### src/rtl/ac_cmd_conditioner.sv
// Debounces up/down switches and turns each press into one command, with auto-repeat while held.
// Latency: raw edge to cmd_valid is DEBOUNCE_CYCLES+2 clocks; a command that finds the slot full is dropped and counted.
module ac_cmd_conditioner #(
    parameter int DEBOUNCE_CYCLES = 4,
    parameter int REPEAT_DELAY    = 8,
    parameter int REPEAT_PERIOD   = 4
) (
    input  logic       clk_2,
    input  logic       reset,
    input  logic       sw_up,
    input  logic       sw_down,
    input  logic       cmd_ready,
    output logic       cmd_valid,
    output logic       cmd_dir,
    output logic       idle,
    output logic       conflict,
    output logic [3:0] drop_cnt
);
    localparam int DBW  = $clog2(DEBOUNCE_CYCLES + 1);
    localparam int RMAX = (REPEAT_DELAY > REPEAT_PERIOD) ? REPEAT_DELAY : REPEAT_PERIOD;
    localparam int RW   = $clog2(RMAX + 1);

    localparam logic [DBW-1:0] DB_LAST   = DBW'(DEBOUNCE_CYCLES - 1);
    localparam logic [RW-1:0]  RPT_DELAY = RW'(REPEAT_DELAY);
    localparam logic [RW-1:0]  RPT_PER   = RW'(REPEAT_PERIOD);
    localparam logic [RW-1:0]  RPT_ONE   = RW'(1);

    typedef enum logic [1:0] {
        S_IDLE    = 2'd0,
        S_HOLD_UP = 2'd1,
        S_HOLD_DN = 2'd2,
        S_BOTH    = 2'd3
    } state_t;

    logic [1:0]          sw_raw;
    logic [1:0]          sync1;
    logic [1:0]          sync2;
    logic [1:0]          lvl;
    logic [1:0][DBW-1:0] db_cnt;
    logic                u;
    logic                d;

    state_t              state;
    state_t              state_nxt;
    logic [RW-1:0]       rpt;
    logic                gen;
    logic                gen_dir;

    assign sw_raw = {sw_down, sw_up};
    assign u      = lvl[0];
    assign d      = lvl[1];

    // Bit 0 is the up switch, bit 1 the down switch.
    always_ff @(posedge clk_2 or posedge reset) begin
        if (reset) begin
            sync1  <= '0;
            sync2  <= '0;
            lvl    <= '0;
            db_cnt <= '0;
        end else begin
            sync1 <= sw_raw;
            sync2 <= sync1;
            for (int i = 0; i < 2; i++) begin
                if (sync2[i] != lvl[i]) begin
                    if (db_cnt[i] == DB_LAST) begin
                        lvl[i]    <= ~lvl[i];
                        db_cnt[i] <= '0;
                    end else begin
                        db_cnt[i] <= db_cnt[i] + DBW'(1);
                    end
                end else begin
                    db_cnt[i] <= '0;
                end
            end
        end
    end

    always_comb begin
        state_nxt = state;
        gen       = 1'b0;
        gen_dir   = 1'b0;
        case (state)
            S_IDLE: begin
                if (u && d) begin
                    state_nxt = S_BOTH;
                end else if (u) begin
                    state_nxt = S_HOLD_UP;
                    gen       = 1'b1;
                    gen_dir   = 1'b1;
                end else if (d) begin
                    state_nxt = S_HOLD_DN;
                    gen       = 1'b1;
                end
            end
            S_HOLD_UP: begin
                if (d) begin
                    state_nxt = S_BOTH;
                end else if (!u) begin
                    state_nxt = S_IDLE;
                end else if (rpt == RPT_ONE) begin
                    gen     = 1'b1;
                    gen_dir = 1'b1;
                end
            end
            S_HOLD_DN: begin
                if (u) begin
                    state_nxt = S_BOTH;
                end else if (!d) begin
                    state_nxt = S_IDLE;
                end else if (rpt == RPT_ONE) begin
                    gen = 1'b1;
                end
            end
            S_BOTH: begin
                if (!u && !d) begin
                    state_nxt = S_IDLE;
                end
            end
            default: state_nxt = S_IDLE;
        endcase
    end

    always_ff @(posedge clk_2 or posedge reset) begin
        if (reset) begin
            state     <= S_IDLE;
            rpt       <= '0;
            cmd_valid <= 1'b0;
            cmd_dir   <= 1'b0;
            idle      <= 1'b1;
            conflict  <= 1'b0;
            drop_cnt  <= 4'd0;
        end else begin
            state    <= state_nxt;
            idle     <= (state_nxt == S_IDLE);
            conflict <= (state_nxt == S_BOTH);

            // Holds are only entered from IDLE, so preloading there arms the first repeat.
            if (state == S_IDLE) begin
                rpt <= RPT_DELAY;
            end else if (state == S_HOLD_UP || state == S_HOLD_DN) begin
                rpt <= (rpt == RPT_ONE) ? RPT_PER : rpt - RW'(1);
            end

            if (gen) begin
                if (!cmd_valid || cmd_ready) begin
                    cmd_valid <= 1'b1;
                    cmd_dir   <= gen_dir;
                end else if (drop_cnt != 4'hF) begin
                    drop_cnt <= drop_cnt + 4'd1;
                end
            end else if (cmd_valid && cmd_ready) begin
                cmd_valid <= 1'b0;
            end
        end
    end
endmodule

### config.mk
export PLATFORM = sky130hd
export DESIGN_NAME = ac_cmd_conditioner
export DESIGN_NICKNAME = d
export VERILOG_FILES = /design/src/rtl/ac_cmd_conditioner.sv
export SDC_FILE = /design/constraint.sdc
export NUM_CORES = 1
export LEC_CHECK = 0
export CORE_MARGIN = 4
export CORE_UTILIZATION = 45
export CTS_CLUSTER_DIAMETER = 40
export CTS_CLUSTER_SIZE = 14
export DETAILED_ROUTE_END_ITERATION = 8
export MAX_ROUTING_LAYER = met4
export PLACE_DENSITY = 0.76
export SKIP_LAST_GASP = 1
export SLEW_MARGIN = 20
export SYNTH_ARGS = -nofsm -noshare
export SYNTH_HDL_FRONTEND = slang
export SYNTH_SLANG_ARGS = --single-unit
export TNS_END_PERCENT = 100
### constraint.sdc
create_clock -name clk_2 -period 1.84 [get_ports clk_2]
set_clock_uncertainty 0.2 [all_clocks]
set_input_delay 0.368 -clock clk_2 [delete_from_list [all_inputs] [get_ports clk_2]]
set_output_delay 0.368 -clock clk_2 [all_outputs]
set_load 0.01 [all_outputs]
==> results of run 1 <==
-- layer usage --
layer	up-vias	track usage (%)	part of all wire [%]
li1	454	-	-
met1	445	17.51	47
met2	11	22.21	49
met3	4	2.725	2.9
met4	0	7.121	0.74
met5	-	-	0
-- metrics by stage --
stage          std cells  utilization (%)  setup WS [ps]
4_1_cts              172            60.55         -2.030
3_3_place_gp         161            56.16         -88.78
3_5_place_dp         161            56.16         -110.4
6_report             178            63.52         -11.17
2_1_floorplan        108                -         -52.86
5_1_grt              178            63.52         -105.2
-- critical path, delay by kind of cell, from the launching register on --
family	cells	cell delay, ps
buffers and inverters	1	80
flip-flops	1	420
AO/OA/AOI/OAI	1	180
AND/OR/NAND/NOR	2	450
multiplexers	1	300
adder cells (fa/ha/maj)	1	120
-- state kept, by name (all words and copies together) (netlist names) --
name,count
db_cnt,6
drop_cnt,4
rpt,4
lvl,2
state,2
sync1,2
sync2,2
cmd_dir,1
cmd_valid,1
conflict,1
idle,1
-- cell type report --
| type | count | area, sq um | area share [%] |
|---|---|---|---|
| clock inverter | 1 | 30.03 | 1.729 |
| inverter | 7 | 26.28 | 1.513 |
| timing repair buffer | 37 | 324.1 | 18.66 |
| sequential | 26 | 655.6 | 37.75 |
| clock buffer | 3 | 22.52 | 1.297 |
| tap | 31 | 38.79 | 2.233 |
| multi-input combinational | 73 | 639.4 | 36.82 |
-- power breakdown --
group | internal [uW] | leakage, uW | total (uW) | switching, uW
sequential | 761 | 0.000324 | 916 | 155
combinational | 780 | 0.000516 | 1420 | 644
clock | 220 | 0.0000279 | 401 | 181
-- path summary, 6_finish.rpt --
check	to	cells after the start	startpoint	slack [ps]
worst max-delay path	drop_cnt[1]	6	rpt[1]	-10
worst min-delay path	drop_cnt[1]	3	reset	160
worst max register to register	drop_cnt[1]	6	rpt[1]	-10
worst min register to register	sync2[0]	0	sync1[0]	170
max in group asynchronous	idle	3	reset	980
min in group clk_2	sync2[0]	0	sync1[0]	170
-- logic make-up (layout without fill, tap and decap cells) --
group,after synthesis,in the layout,share of synthesized area (%)
multiplexers,5,5,4.603
adder cells (fa/ha/maj),9,9,8.619
AO/OA/AOI/OAI,19,19,10.19
flip-flops,26,26,51.03
AND/OR/NAND/NOR,36,36,19.79
XOR/XNOR,4,4,2.743
buffers and inverters,9,48,3.036
-- placed cells by master (no fill, tap or decap), types with 2 or more instances in the layout --
master                            synthesis  layout
sky130_fd_sc_hd__dfrtp_2                  0       3
sky130_fd_sc_hd__nor3b_4                  1       2
sky130_fd_sc_hd__dlymetal6s2s_1           0       4
sky130_fd_sc_hd__inv_2                    0       3
sky130_fd_sc_hd__a21oi_1                  8       6
sky130_fd_sc_hd__clkdlybuf4s50_1          0       7
sky130_fd_sc_hd__ha_1                     8       6
sky130_fd_sc_hd__buf_6                    0       2
sky130_fd_sc_hd__nor2_1                   3       3
sky130_fd_sc_hd__nor3_4                   1       2
sky130_fd_sc_hd__mux2_4                   1       3
sky130_fd_sc_hd__nor3b_1                  4       4
sky130_fd_sc_hd__o21ai_0                  3       3
sky130_fd_sc_hd__xnor2_1                  2       2
sky130_fd_sc_hd__nor2b_1                  3       3
sky130_fd_sc_hd__buf_4                    1      23
sky130_fd_sc_hd__nand3_1                  2       2
sky130_fd_sc_hd__nor3_1                   3       3
sky130_fd_sc_hd__xor2_1                   2       2
sky130_fd_sc_hd__and4bb_4                 2       2
sky130_fd_sc_hd__dfrtp_1                 25      22
sky130_fd_sc_hd__a21oi_2                  0       2
sky130_fd_sc_hd__nand2_1                  7       7
sky130_fd_sc_hd__clkbuf_4                 0       3
sky130_fd_sc_hd__nand2b_1                 3       3
sky130_fd_sc_hd__inv_1                    7       4
sky130_fd_sc_hd__ha_4                     0       2
-- repair_timing --
item / in CTS / in global routing
gates resized for setup: 5 / 11
setup endpoints to repair: 9 / 8
setup buffers: 7 / 6
pin swaps: 5 / 7
==> results.sh, run 1 <==
export IMPL_cts_hold_buffers=0
export IMPL_post_drt_wl_per_cell_um=13.68
export IMPL_path_clk_slew_ps=160
export IMPL_path_class="reg -> reg"
export IMPL_totalNegativeSetupSlack_ps=-11.17
export IMPL_final_hold_violation_count=0
export IMPL_post_synth_num_cell_types=40
export IMPL_top_level_ports=13
export IMPL_clock_tree_buffer_depth=2
export IMPL_grt_antenna_before_repair=0
export IMPL_average_instance_area_after_synthesis_sq_um=11.83
export IMPL_cpMaxStageDelayCell="sky130_fd_sc_hd__dfrtp_1"
export IMPL_endpoint_kind="flop"
export IMPL_critPathMaxStageDelay_ps=420
export IMPL_final_setup_violation_count=1
export IMPL_cp_arrival_ps=1890
export IMPL_status="finished, violations left"
export IMPL_postSynth_asyncResetShare_pct=100.0
export IMPL_final_antenna_net_count=0
export IMPL_finalWirelength_um=2435
export IMPL_detail_route_iter0_violations=12
export IMPL_leak_pwr_uw=0.0008679
export IMPL_detailed_place_area_sq_um=1535
export IMPL_drtPass1Iterations=4
export IMPL_maxCapViolations=0
export IMPL_pin_count_of_the_biggest_net_entering_global_routing=27
export IMPL_max_freq_ghz=0.5402
export IMPL_die_area_sq_um=3755
export IMPL_globalplace_congestion=0.8030
export IMPL_post_route_period_util_pct=100.6
export IMPL_synth_edf_count=0
export IMPL_syn_inst=108
export IMPL_die_height_um=61.28
export IMPL_synth_area_sq_um=1277
export IMPL_route_detailed_vias_per_inst=5.135
export IMPL_num_antenna_cells=0
export IMPL_setup_repair_after_global_routing_missed_its_margin="true"
export IMPL_horizontal_die_dimension_um=61.28
export IMPL_placeableCoreArea_sq_um=2734
export IMPL_synth_largest_area_cell="sky130_fd_sc_hd__dfrtp_1"
export IMPL_hold_path_class="in -> async"
export IMPL_yosys_most_used_dff="sky130_fd_sc_hd__dfrtp_1"
export IMPL_dr_total_vias=914
export IMPL_violated_checks="setup timing"
export IMPL_postSynthRegisterBits=26
export IMPL_master_cell_of_the_clock_root_buffer="sky130_fd_sc_hd__clkbuf_4"
export IMPL_crit_required_ps=1880
export IMPL_synthesis_yosys_warnings=0
export IMPL_worst_skew_pair_late_latency_ps=330
export IMPL_io_buffers=12
export IMPL_power_per_cell_area_nw_per_um2=1578
export IMPL_worst_slew_pin_transition_ps=322.2
export IMPL_place_hpwl_um=1562
export IMPL_global_route_usage_total_pct=14.21
export IMPL_grt_overflow_total=0
export IMPL_design_final_nets=161
export IMPL_drive_gt1_share_pct=36.73
export IMPL_mappedNetlistNets=121
export IMPL_area_growth_pct=35.95
export IMPL_row_count=19
export IMPL_grt_pass1_wl_um=3857
export IMPL_synth_seq_area_share_pct=51.03
export IMPL_clock_sinks=26
export IMPL_largest_vdd_supply_drop_mv=0.8232
export IMPL_most_frequent_cell_after_synthesis="sky130_fd_sc_hd__dfrtp_1"
export IMPL_synth_common_cells="sky130_fd_sc_hd__dfrtp_1 (25), sky130_fd_sc_hd__a21oi_1 (8), sky130_fd_sc_hd__ha_1 (8), sky130_fd_sc_hd__inv_1 (7), sky130_fd_sc_hd__nand2_1 (7)"
export IMPL_tritoncts="yes"
export IMPL_path_cells="inv_2 > ha_4 > nor3b_4 > o211ai_1 > nor2_2 > mux2_4"
export IMPL_start_util_pct=46.73
export IMPL_cts_max_level=1
export IMPL_final_max_slew_violation_count=0
export IMPL_total_power_uw=2741
export IMPL_crit_fanout=3
export IMPL_finish_instance_area_sq_um=1737
export IMPL_period_minus_slack_ps=1851
export IMPL_fin_worst_setup_slack_ps=-11.17
export IMPL_dominant_cells_by_area_after_synthesis="sky130_fd_sc_hd__dfrtp_1 (49%), sky130_fd_sc_hd__ha_1 (7.8%), sky130_fd_sc_hd__a21oi_1 (3.1%), sky130_fd_sc_hd__and4bb_4 (2.5%), sky130_fd_sc_hd__nor3b_1 (2.4%)"
export IMPL_fin_worst_hold_slack_ps=156.7
export IMPL_first_global_vias=942
export IMPL_synth_top_area_share_pct=48.97
export IMPL_post_route_drc_count=0
export IMPL_final_fill_count=199
export IMPL_cts_buffers_inserted=3
export IMPL_startpoint_type="flop"
export IMPL_slew_headroom_pct=78.48
Note: power is estimated with default switching activity, not from simulation.
==> run 2: changes to the inputs <==
Settings changed: CORE_UTILIZATION 45 to 49, PLACE_DENSITY 0.76 to 0.81.
==> results.sh, run 2 (same netlist as run 1, synthesis figures left out) <==
export IMPL_status="finished, violations left"
export IMPL_violated_checks="setup timing"
export IMPL_maxCapViolations=0
export IMPL_grt_overflow_total=0
export IMPL_route_detailed_vias_per_inst=5.309
export IMPL_total_power_uw=2629
export IMPL_row_count=18
export IMPL_cts_max_level=1
export IMPL_largest_vdd_supply_drop_mv=1.054
export IMPL_layout_cells_non_filler=175
export IMPL_finalWirelength_um=2511
export IMPL_die_area_sq_um=3488
export IMPL_grt_pass1_wl_um=4443
export IMPL_placeableCoreArea_sq_um=2477
export IMPL_rr_startpoint="rpt[1]"
export IMPL_final_hold_violation_count=0
export IMPL_post_route_period_util_pct=101.7
export IMPL_tritoncts="yes"
export IMPL_final_fill_count=178
export IMPL_worstHoldStart="sync1[0]"
export IMPL_fin_worst_setup_slack_ps=-32.06
export IMPL_detail_route_iter0_violations=35
export IMPL_slew_headroom_pct=78.76
export IMPL_final_setup_violation_count=3
export IMPL_hold_path_class="reg -> reg"
export IMPL_hold_path_endpoint="sync2[0]"
export IMPL_path_clk_slew_ps=140
export IMPL_endpoint_kind="flop"
export IMPL_path_cells="inv_2 > ha_4 > nor3b_4 > buf_4 > o21ai_4 > a21oi_2 > mux2_4"
export IMPL_leak_pwr_uw=0.0008518
export IMPL_totalNegativeSetupSlack_ps=-82.25
export IMPL_cp_arrival_ps=1900
export IMPL_top_level_ports=13
export IMPL_reg2reg_depth=7
export IMPL_globalplace_congestion=0.8224
export IMPL_finish_instance_area_sq_um=1703
export IMPL_setup_repair_after_global_routing_missed_its_margin="true"
export IMPL_first_global_vias=1013
export IMPL_startpoint_type="flop"
export IMPL_detailed_place_area_sq_um=1541
export IMPL_drtPass1Iterations=4
export IMPL_period_minus_slack_ps=1872
export IMPL_path_class="reg -> reg"
export IMPL_design_final_nets=159
export IMPL_dpl_cell_count=161
export IMPL_clock_sinks=26
export IMPL_io_buffers=12
export IMPL_area_growth_pct=33.30
export IMPL_power_per_cell_area_nw_per_um2=1544
export IMPL_dr_total_vias=929
export IMPL_num_antenna_cells=0
export IMPL_pin_count_of_the_biggest_net_entering_global_routing=27
export IMPL_post_route_drc_count=0
export IMPL_top_register="db_cnt"
export IMPL_global_route_usage_total_pct=17.49
export IMPL_max_ffs_per_register=6
export IMPL_crit_required_ps=1860
export IMPL_cts_buffers_inserted=3
export IMPL_grt_antenna_before_repair=0
export IMPL_worst_slew_pin_transition_ps=318.5
export IMPL_dpl_worst_slack_ps=-129.8
export IMPL_r2r_end="drop_cnt[2]"
export IMPL_cpMaxStageDelayCell="sky130_fd_sc_hd__dfrtp_1"
export IMPL_critPathMaxStageDelay_ps=420
export IMPL_reg_largest_list="db_cnt x6, drop_cnt x4, rpt x4"
export IMPL_die_height_um=59.06
export IMPL_timing_reg2reg_setup_slack_ps=-30
export IMPL_worst_skew_pair_late_latency_ps=320
export IMPL_final_max_slew_violation_count=0
export IMPL_horizontal_die_dimension_um=59.06
export IMPL_crit_fanout=3
export IMPL_layout_cells_most_common_list="sky130_fd_sc_hd__dfrtp_1 (23), sky130_fd_sc_hd__buf_4 (23), sky130_fd_sc_hd__nand2_1 (7), sky130_fd_sc_hd__a21oi_1 (6), sky130_fd_sc_hd__ha_1 (6)"
export IMPL_max_freq_ghz=0.5342
export IMPL_start_util_pct=51.57
export IMPL_post_drt_wl_per_cell_um=14.35
export IMPL_final_antenna_net_count=0
export IMPL_min_delay_path_depth=0
export IMPL_master_cell_of_the_clock_root_buffer="sky130_fd_sc_hd__clkbuf_4"
export IMPL_cts_hold_buffers=0
export IMPL_place_hpwl_um=1745
export IMPL_clock_tree_buffer_depth=2
export IMPL_drive_gt1_share_pct=35.17
## run 2: how the worst max path moves through the flow
stage	startpoint	end	slack (ps)	cells past startpoint
CTS	lvl[0]	drop_cnt[1]	-90	6
global placement	cmd_ready	drop_cnt[2]	-70	6
floorplan	lvl[0]	drop_cnt[1]	-50	6
global route	lvl[1]	drop_cnt[1]	-120	6
detailed placement	cmd_ready	drop_cnt[2]	-130	6
finish	rpt[1]	drop_cnt[2]	-30	7
## run 2: metrics by stage
step	hold slack [ps]	utilization (%)
6_report	166.6	68.74
5_1_grt	177.5	68.74
4_1_cts	162.9	66.41
3_5_place_dp	137.3	62.22
3_3_place_gp	133.3	62.22
2_1_floorplan	131.2	-
## run 2: area by class of cell
class / count / area (sq um) / area share (%)
sequential: 26 / 654.4 / 38.43
multi-input combinational: 73 / 633.1 / 37.18
timing repair buffer: 35 / 299.0 / 17.56
tap: 30 / 37.54 / 2.204
clock inverter: 1 / 30.03 / 1.763
inverter: 7 / 26.28 / 1.543
clock buffer: 3 / 22.52 / 1.323
## run 2: layer usage
layer	routed length (um)	up-vias	global-route usage (%)	share of wire, %
met2	1361	11	28.39	54
li1	-	455	-	-
met1	1045	461	19.89	42
met3	78	2	5.229	3.1
met5	0	-	-	0
met4	25	0	7.767	1.0
## run 2: critical path, delay by kind of cell, from the launching register on
| kind | cells | cell delay, ps |
|---|---|---|
| DFF | 1 | 420 |
| muxes | 1 | 310 |
| buffers and inverters | 2 | 250 |
| and+or+nand+nor | 1 | 250 |
| AOI/OAI and AO/OA | 2 | 230 |
| adders and majority gates | 1 | 120 |
## run 2: where the power goes
| group | total (uW) | leakage [uW] | internal, uW | switching [uW] |
|---|---|---|---|---|
| combinational | 1330 | 0.000499 | 707 | 622 |
| sequential | 913 | 0.000325 | 759 | 154 |
| clock | 387 | 0.0000279 | 220 | 167 |
## run 2: timing repair
item,CTS,global route
pin swaps,2,5
hold endpoints to repair,0,0
setup endpoints to repair,8,10
setup buffers,6,4
resized for setup,6,8
==> variant: new RTL, settings of run 2 <==
`REPEAT_DELAY`: 8 -> 16.
--- a/src/rtl/ac_cmd_conditioner.sv
+++ b/src/rtl/ac_cmd_conditioner.sv
@@ -2,7 +2,7 @@
 // Latency: raw edge to cmd_valid is DEBOUNCE_CYCLES+2 clocks; a command that finds the slot full is dropped and counted.
 module ac_cmd_conditioner #(
     parameter int DEBOUNCE_CYCLES = 4,
-    parameter int REPEAT_DELAY    = 8,
+    parameter int REPEAT_DELAY    = 16,
     parameter int REPEAT_PERIOD   = 4
 ) (
     input  logic       clk_2,
Function: same outputs for any inputs over 10 cycles, from zero or initial values and one cycle with reset high; that may be too few to reach the edited logic, so the function may still have changed.
==> variant against run 2 <==
- the run still ends with negative setup slack left
- count of clock-buffer cells in the layout grew 1
- synthesized cell count grew 10%
- synthesized area grew 4.5%
- clock power shrank 32%
- critical path depth shrank 1
- sequential power grew 6.0%
- sequential cell count grew 1
- wire length grew 13%
- setup slack lost 100 ps
- final area grew 2.2%
- power grew 4.3%
- highest routed layer unchanged
==> variant: results (changes against run 2) <==
Pwr
  – P per Cell Area: 1570 mW/mm2 (+2.0%)
  – Sequential power: 0.968 mW (+6.0%)
  – Logic gate share of total power: 55.0% (+4.5 points)
  – Sw frac: 38.7% (+2.9 points)
  – Static Leak: 0.873 nW (+2.5%)
  – Max VDD drop: 0.00105 V (-0.68%)

Timing
  – Final setup violation count: 5 (+2)
  – Slew @ Worst Pin: 390 ps (+71.6 ps)
  – Setup ws final: -132 ps (-99.9 ps)
  – Setup TNS: -415 ps (-333 ps)

Global routing
  – GR Util All Layers: 19.0% (+1.5 points)
  – First-pass GRT wire length: 4910 um (+11%)
  – Number of global-route vias before repair: 1102 (+8.8%)
  – Initial antenna violation count: 0 (unchanged)
  – Largest net degree at the start of global routing: 28 (+3.7%)

Layout
  – Largest registers: db_cnt (6), rpt (5), drop_cnt (4)
  – Number of flip-flops in the largest register: 6 (unchanged)
  – Non-filler cells, final: 187 (+6.9%)
  – Antenna diodes: 0 (unchanged)
  – NumNets Final: 171 (+7.5%)
  – Share of layout cells above drive strength 1: 29.9% (-5.2 points)
  – # fillers: 190 (+6.7%)

Detailed routing
  – Met3 wire length: 83 um (+6.4%)
  – Met2 wire length: 1520 um (+12%)
  – DRT Pass-1 Iters: 4 (unchanged)
  – Initial DRC Count: 41 (+17%)
  – Wire length on met1: 1150 um (+10%)
  – DR vias: 1033 (+11%)
  – Total Wirelength: 2830 um (+13%)
  – DR top layer: met4

Synthesis
  – Yosys synthesis warning count: 0 (unchanged)
  – Yosys cell types: 40 (unchanged)
  – Post-synth top cells: 26 x dfrtp_1, 8 x ha_1, 8 x inv_1, 8 x nand2_1, 7 x nor2_1
  – Avg Cell Area, Syn: 11.2 um2 (-5.2%)
  – Ys async rst share: 100% (unchanged)
  – Syn_nets: 132 (+9.1%)
  – Register area share after synthesis: 50.7% (-0.33 points)
  – Largest cells by area after synthesis: dfrtp_1 49%, ha_1 7.5%, mux2_2 3.4%

Worst setup path
  – Slowest cell delay on critical path: 410 ps
  – CP Max Fanout: 5 (+2)
  – Crit path DAT: 2010 ps (+110 ps)
  – CP top delay family: simple AND/OR/NAND/NOR gates
  – Critical-path top delay cell: dfrtp_1

Placed design
  – Final Wtd Congestion: 0.794 (-3.4%)
  – # port buffers: 12 (unchanged)
  – DP HPWL: 2020 um (+16%)
  – Dpl cell area: 0.00163 mm2 (+5.4%)
  – Pre-CTS setup slack: -132 ps (-2.63 ps)

Outcome
  – Failing checks: negative setup slack
  – Status: complete, but fails checks

Min path
  – Hold WC Path Type: register to register

Clocking
  – CTS buffer count: 3 (unchanged)
  – Clk slew on worst S/H paths: 150 ps
  – Clk Latency, worst-skew pair: 330 ps
  – CTS Root Cell: clkbuf_4
  – Htree depth: 1 (unchanged)
  – CTS max path bufs: 2 (unchanged)
[variant: changes by cell type in the layout (fill, tap and decap cells not counted), moves of 3 or more]
| cell | before | now |
|---|---|---|
| a21oi_1 | 6 | 3 |
| buf_4 | 23 | 26 |
| dfrtp_1 | 23 | 26 |
| inv_1 | 4 | 7 |
| nand3_1 | 2 | 5 |
| nor2_1 | 3 | 7 |
[variant: layout make-up]
class | count | area [um2] | share of cell area [%]
clock buffers | 4 | 26.3 | 1.51
multi-input cells | 80 | 644 | 37.0
inverters | 8 | 30.0 | 1.73
well taps | 30 | 37.5 | 2.16
flip-flops and latches | 27 | 677 | 38.9
repair buffers | 38 | 325 | 18.7
[variant: per-layer routing]
metal / GRT usage [%] / vias up
li1: - / 494
met1: 21.7 / 511
met2: 32.1 / 19
met3: 4.32 / 9
met4: 7.28 / 0
met5: - / -
[variant: kinds of logic after synthesis]
kind of cell	count (synthesis)	synth area share [%]
muxes	6	4.97
and+or+nand+nor	41	18.7
AOI/OAI and AO/OA	21	11.8
buffers and inverters	12	3.65
xor gates and xnor gates	4	2.62
DFF	27	50.7
adders and majority gates	8	7.50
[variant: what timing repair did]
action | in CTS | in global routing
buffers inserted | 7 | 2
setup endpoints to repair | 9 | 10
gates cloned | 0 | 0
hold buffers | 0 | 0
pin swaps | 4 | 3
resized for setup | 4 | 6
[variant: path summary, 6_finish.rpt]
path                            startpoint           to  slack, ps  cells after the start
max in group asynchronous            reset         idle        960                      3
worst max register to register      rpt[1]  drop_cnt[1]       -130                      6
min in group asynchronous            reset     sync1[0]        180                      3
worst min-delay path              sync1[0]     sync2[0]        170                      0
worst max-delay path                rpt[1]  drop_cnt[1]       -130                      6
worst min register to register    sync1[0]     sync2[0]        170                      0
